**config.mk**
```make
export PLATFORM = sky130hd
export DESIGN_NAME = serial_sub_ctrl
export DESIGN_NICKNAME = d
export VERILOG_FILES = /design/src/rtl/sub_pkg.sv /design/src/rtl/serial_sub_ctrl_cell.sv /design/src/rtl/serial_sub_ctrl.sv
export SDC_FILE = /design/constraint.sdc
export NUM_CORES = 1
export LEC_CHECK = 0
export ABC_AREA = 1
export BUFFER_PORTS_ARGS = -buffer_cell sky130_fd_sc_hd__buf_2
export CAP_MARGIN = 10
export CORE_AREA = 10 10 68 70
export CTS_CLUSTER_DIAMETER = 80
export DETAILED_ROUTE_END_ITERATION = 10
export DIE_AREA = 0 0 78 80
export GPL_TIMING_DRIVEN = 0
export PLACE_DENSITY = 0.75
export SYNTH_ARGS = -nofsm -noshare
export SYNTH_HDL_FRONTEND = slang
export SYNTH_SLANG_ARGS = --single-unit
```
**constraint.sdc**
```tcl
create_clock -name clk -period 1.5 [get_ports clk]
set_input_delay 0.225 -clock clk [delete_from_list [all_inputs] [get_ports clk]]
set_output_delay 0.225 -clock clk [all_outputs]
set_load 0.1 [all_outputs]
```
**src/rtl/sub_pkg.sv**
```systemverilog
// Shared definitions for the bit-serial subtraction controller.
// Controller state encoding and the default operand width.
package sub_pkg;

  localparam int DEFAULT_WIDTH = 8;

  typedef enum logic [1:0] {
    IDLE = 2'd0,
    RUN  = 2'd1,
    DONE = 2'd2
  } state_t;

endpackage

```
**src/rtl/serial_sub_ctrl_cell.sv**
```systemverilog
// One-bit full subtractor: D = X - Y - Z (mod 2), B = borrow out.
// Purely combinational; the shared cell stepped by the serial controller.
module Full_Subtractor_3 (
  output logic D,
  output logic B,
  input  logic X,
  input  logic Y,
  input  logic Z
);

  assign D = X ^ Y ^ Z;
  assign B = (~X & Y) | (~X & Z) | (Y & Z);

endmodule

```
**src/rtl/serial_sub_ctrl.sv**
```systemverilog
// Bit-serial WIDTH-bit subtractor: time-shares one full-subtractor cell LSB-first,
// producing diff = a - b - bin and the final borrow with a one-cycle done strobe.
module serial_sub_ctrl
  import sub_pkg::*;
#(
  parameter int WIDTH = DEFAULT_WIDTH
) (
  input  logic             clk,
  input  logic             rst_n,
  input  logic             start,
  input  logic [WIDTH-1:0] a,
  input  logic [WIDTH-1:0] b,
  input  logic             bin,
  output logic             busy,
  output logic             done,
  output logic [WIDTH-1:0] diff,
  output logic             bout
);

  localparam int CW = $clog2(WIDTH) + 1;
  localparam logic [CW-1:0] LAST_BIT = CW'(WIDTH - 1);

  state_t           r_state;
  state_t           w_state_nxt;
  logic [WIDTH-1:0] r_sa;
  logic [WIDTH-1:0] r_sb;
  logic [WIDTH-1:0] r_res;
  logic             r_br;
  logic [CW-1:0]    r_cnt;
  logic [WIDTH-1:0] r_diff;
  logic             r_bout;
  logic             r_busy;
  logic             r_done;

  logic             w_d;
  logic             w_b;
  logic             w_last;
  logic [WIDTH-1:0] w_res_nxt;

  Full_Subtractor_3 u_cell (
    .D (w_d),
    .B (w_b),
    .X (r_sa[0]),
    .Y (r_sb[0]),
    .Z (r_br)
  );

  assign w_last    = (r_state == RUN) && (r_cnt == LAST_BIT);
  // Shift the new difference bit in at the MSB; written this way so WIDTH=1 also works.
  assign w_res_nxt = WIDTH'({w_d, r_res} >> 1);

  // Next-state decode
  always_comb begin
    w_state_nxt = r_state;
    case (r_state)
      IDLE: begin
        if (start) begin
          w_state_nxt = RUN;
        end else begin
          w_state_nxt = IDLE;
        end
      end
      RUN: begin
        if (w_last) begin
          w_state_nxt = DONE;
        end else begin
          w_state_nxt = RUN;
        end
      end
      DONE:    w_state_nxt = IDLE;
      default: w_state_nxt = IDLE;
    endcase
  end

  // State register plus registered status flags derived from the next state
  always_ff @(posedge clk or negedge rst_n) begin
    if (!rst_n) begin
      r_state <= IDLE;
      r_busy  <= 1'b0;
      r_done  <= 1'b0;
    end else begin
      r_state <= w_state_nxt;
      r_busy  <= (w_state_nxt != IDLE);
      r_done  <= (w_state_nxt == DONE);
    end
  end

  // Operand shifters, running borrow, bit counter and result capture
  always_ff @(posedge clk or negedge rst_n) begin
    if (!rst_n) begin
      r_sa   <= '0;
      r_sb   <= '0;
      r_res  <= '0;
      r_br   <= 1'b0;
      r_cnt  <= '0;
      r_diff <= '0;
      r_bout <= 1'b0;
    end else begin
      case (r_state)
        IDLE: begin
          if (start) begin
            r_sa  <= a;
            r_sb  <= b;
            r_br  <= bin;
            r_cnt <= '0;
          end
        end
        RUN: begin
          r_sa  <= r_sa >> 1;
          r_sb  <= r_sb >> 1;
          r_res <= w_res_nxt;
          r_br  <= w_b;
          r_cnt <= r_cnt + CW'(1);
          if (w_last) begin
            r_diff <= w_res_nxt;
            r_bout <= w_b;
          end
        end
        default: begin
        end
      endcase
    end
  end

  assign busy = r_busy;
  assign done = r_done;
  assign diff = r_diff;
  assign bout = r_bout;

endmodule

```
==> flow_metrics.tcl <==
set metrics [dict create \
    viasPerCell 5.00 \
    run_status "finished, violations left" \
    clkLatencyLatePin_ns 0.35 \
    violations "negative hold slack" \
    fin_crit_ns 1.37 \
    cp-end-kind "primary output" \
    leakage_nw 1.02 \
    critPathMaxFanout 2 \
    yosysSeqAreaShare_pct 60.2 \
    drt-pass1-iter-count 4 \
    synth_edf_count 0 \
    maxSlewViolCount 0 \
    cts.sinks 41 \
    powerDensity_nw_per_um2 2440 \
    slowest_delay_ns 0.43 \
    gp_congestion 0.762 \
    cp.arrival_ns 1.15 \
    synth_fp_nets 214 \
    synthCells 192 \
    track_usage_pct 12.9 \
    dp_hpwl_um 2590 \
    crit_slowest_cell "buf_2" \
    worst-path-buf-inv 1 \
    relSlewSlack_pct 41.7 \
    yosysWarnings 0 \
    grt_max_degree 42 \
    ys_ff_latch 41 \
    routedWlPerCell_um 13.2 \
    max-cap-violations 0 \
    finClkSkew_ns 0.00270 \
    cts_resized 0 \
    synth-async-reset-ratio_pct 100 \
    placement_rows 21 \
    nets 251 \
    io-pin-count 31 \
    synth_ff_type "dfrtp_1" \
    ctsRootBufferMaster "clkbuf_4" \
    drive_gt1_share_pct 19.7 \
    fmax_ghz 0.730 \
    cts-htree-levels 2 \
    fin_crit_sh_pct 91.3 \
    yosys-top-cells-count "nand2_1 (76), dfrtp_1 (41), nand3_1 (38), o21ai_0 (8), inv_1 (7)" \
    cts_tree "yes" \
    min-delay-path-class "in -> async" \
    cts-buffers-inserted 5 \
    critPathLaunchType "flop" \
    rsz0062_at_grt "no" \
    cts.path.max_buffers 2 \
    crit_family "buffers and inverters" \
    portBuffers 30 \
    synth_area_leaders "dfrtp_1 (60%), nand2_1 (17%), nand3_1 (11%), o21ai_0 (2.4%), inv_1 (1.5%)" \
    drtAntennaViolNets 0 \
    core_area_um2 3280 \
    drtIter0Drc 82 \
    place_area_um2 1910 \
    setup_viol_count_final 0 \
    grt_overflow 0 \
    criticalPathCategory "reg -> out" \
    start_util_pct 51.8 \
    syn2layout_area_growth_pct 15.9 \
    finalWirelength_um 3630 \
    grt_first_pass_wirelength_um 6350 \
    fin_area_um2 1970 \
    die_y_um 80 \
    syn_area_per_cell_um2 8.87 \
    vias 1374 \
    worst_pin_slew_ns 0.875 \
    synthMostInstantiatedCell "nand2_1" \
    die_area_um2 6240 \
    fin_tns_setup_ns 0 \
    post_cts_buffers 0 \
    required_ns 1.27 \
    path_clk_slew_ns 0.11 \
    whs_ns -0.0198 \
    grt_pass1_vias 1386 \
    path_cells "buf_2" \
    die_x_um 78 \
    vdd_drop_max_v 0.000803 \
    yosysTopAreaCell "dfrtp_1" \
    num_antenna_cells 0 \
    antenna_found_initial 0 \
    cts_hold_buf 0 \
    ys_types 17 \
    drc 0 \
    synth_top_area_share_pct 60.2 \
    hold_viol 41 \
    synth_area_um2 1700 \
]
-- metal layers --
metal / vias up / wire length [um] / global-route usage (%)
li1: 691 / - / -
met1: 638 / 1650 / 14.3
met2: 37 / 1670 / 21.1
met3: 8 / 247 / 4.50
met4: 0 / 72 / 7.35
met5: - / 0 / 0
-- cell type report --
class,count,area [um2]
inverters,8,30.0
plain buffers,8,40.0
flip-flops and latches,41,1030
fillers,311,1310
clock buffers,7,55.1
repair buffers,30,150
well taps,46,57.6
multi-input cells,135,614
-- state kept, by name (all words and copies together) (netlist names) --
register / flops
bout: 1
busy: 1
done: 1
r_sa: 8
r_cnt: 4
diff: 8
r_res: 7
r_sb: 8
r_state: 2
r_br: 1
-- metrics by stage --
| stage | setup slack (ns) | total power, mW | utilization, % | instances |
|---|---|---|---|---|
| 6_report | 0.130 | 4.82 | 60.1 | 275 |
| 5_1_grt | 0.00406 | 5.20 | 60.1 | 275 |
| 4_1_cts | 0.107 | 4.85 | 59.8 | 275 |
| 3_5_place_dp | 0.136 | 4.30 | 58.2 | 268 |
| 3_3_place_gp | 0.152 | 4.23 | 58.2 | 268 |
| 2_1_floorplan | 0.341 | 3.76 | - | 192 |
-- logic make-up (layout without fill, tap and decap cells) --
| family | Yosys count | after routing | share of synthesized area, % |
|---|---|---|---|
| buffers and inverters | 16 | 53 | 4.11 |
| adders and majority gates | 2 | 2 | 1.91 |
| and+or+nand+nor | 123 | 123 | 30.6 |
| DFF | 41 | 41 | 60.2 |
| AOI/OAI and AO/OA | 10 | 10 | 3.09 |
-- where the power goes --
part | total (mW) | internal, mW | leakage (nW) | switching (mW)
registers | 1.88 | 1.58 | 0.516 | 0.295
logic | 2.39 | 0.544 | 0.474 | 1.84
clock network | 0.553 | 0.221 | 0.0314 | 0.331
total | 4.82 | 2.35 | 1.02 | 2.47
-- cells in the final DEF, fill, tap and decap left out --
| master | instances |
|---|---|
| fa_1 | 1 |
| inv_1 | 7 |
| nand2_2 | 3 |
| ha_1 | 1 |
| o21ai_0 | 8 |
| o21bai_1 | 1 |
| nand2_1 | 75 |
| nand4_1 | 1 |
| clkbuf_8 | 1 |
| dfrtp_1 | 41 |
| clkbuf_1 | 6 |
| nor2_2 | 1 |
| inv_2 | 1 |
| buf_6 | 1 |
| nand3_1 | 38 |
| a21oi_1 | 1 |
| nor2_4 | 1 |
| buf_2 | 32 |
| nor2_1 | 4 |
| clkbuf_4 | 5 |
-- worst paths after layout --
path	start	to	slack, ns	cells past startpoint
min reg2reg	diff[6]$_DFFE_PN0P_	diff[6]$_DFFE_PN0P_	0.48	2
min in group clk	a[7]	r_sa[7]$_DFFE_PN0P_	0.06	3
max reg2reg	r_cnt[0]$_DFFE_PN0P_	diff[1]$_DFFE_PN0P_	0.19	6
max in group asynchronous	rst_n	r_sa[3]$_DFFE_PN0P_	0.98	1
min	rst_n	diff[3]$_DFFE_PN0P_	-0.02	1
max	diff[5]$_DFFE_PN0P_	diff[5]	0.13	1
Note: power is estimated with default switching activity, not from simulation.
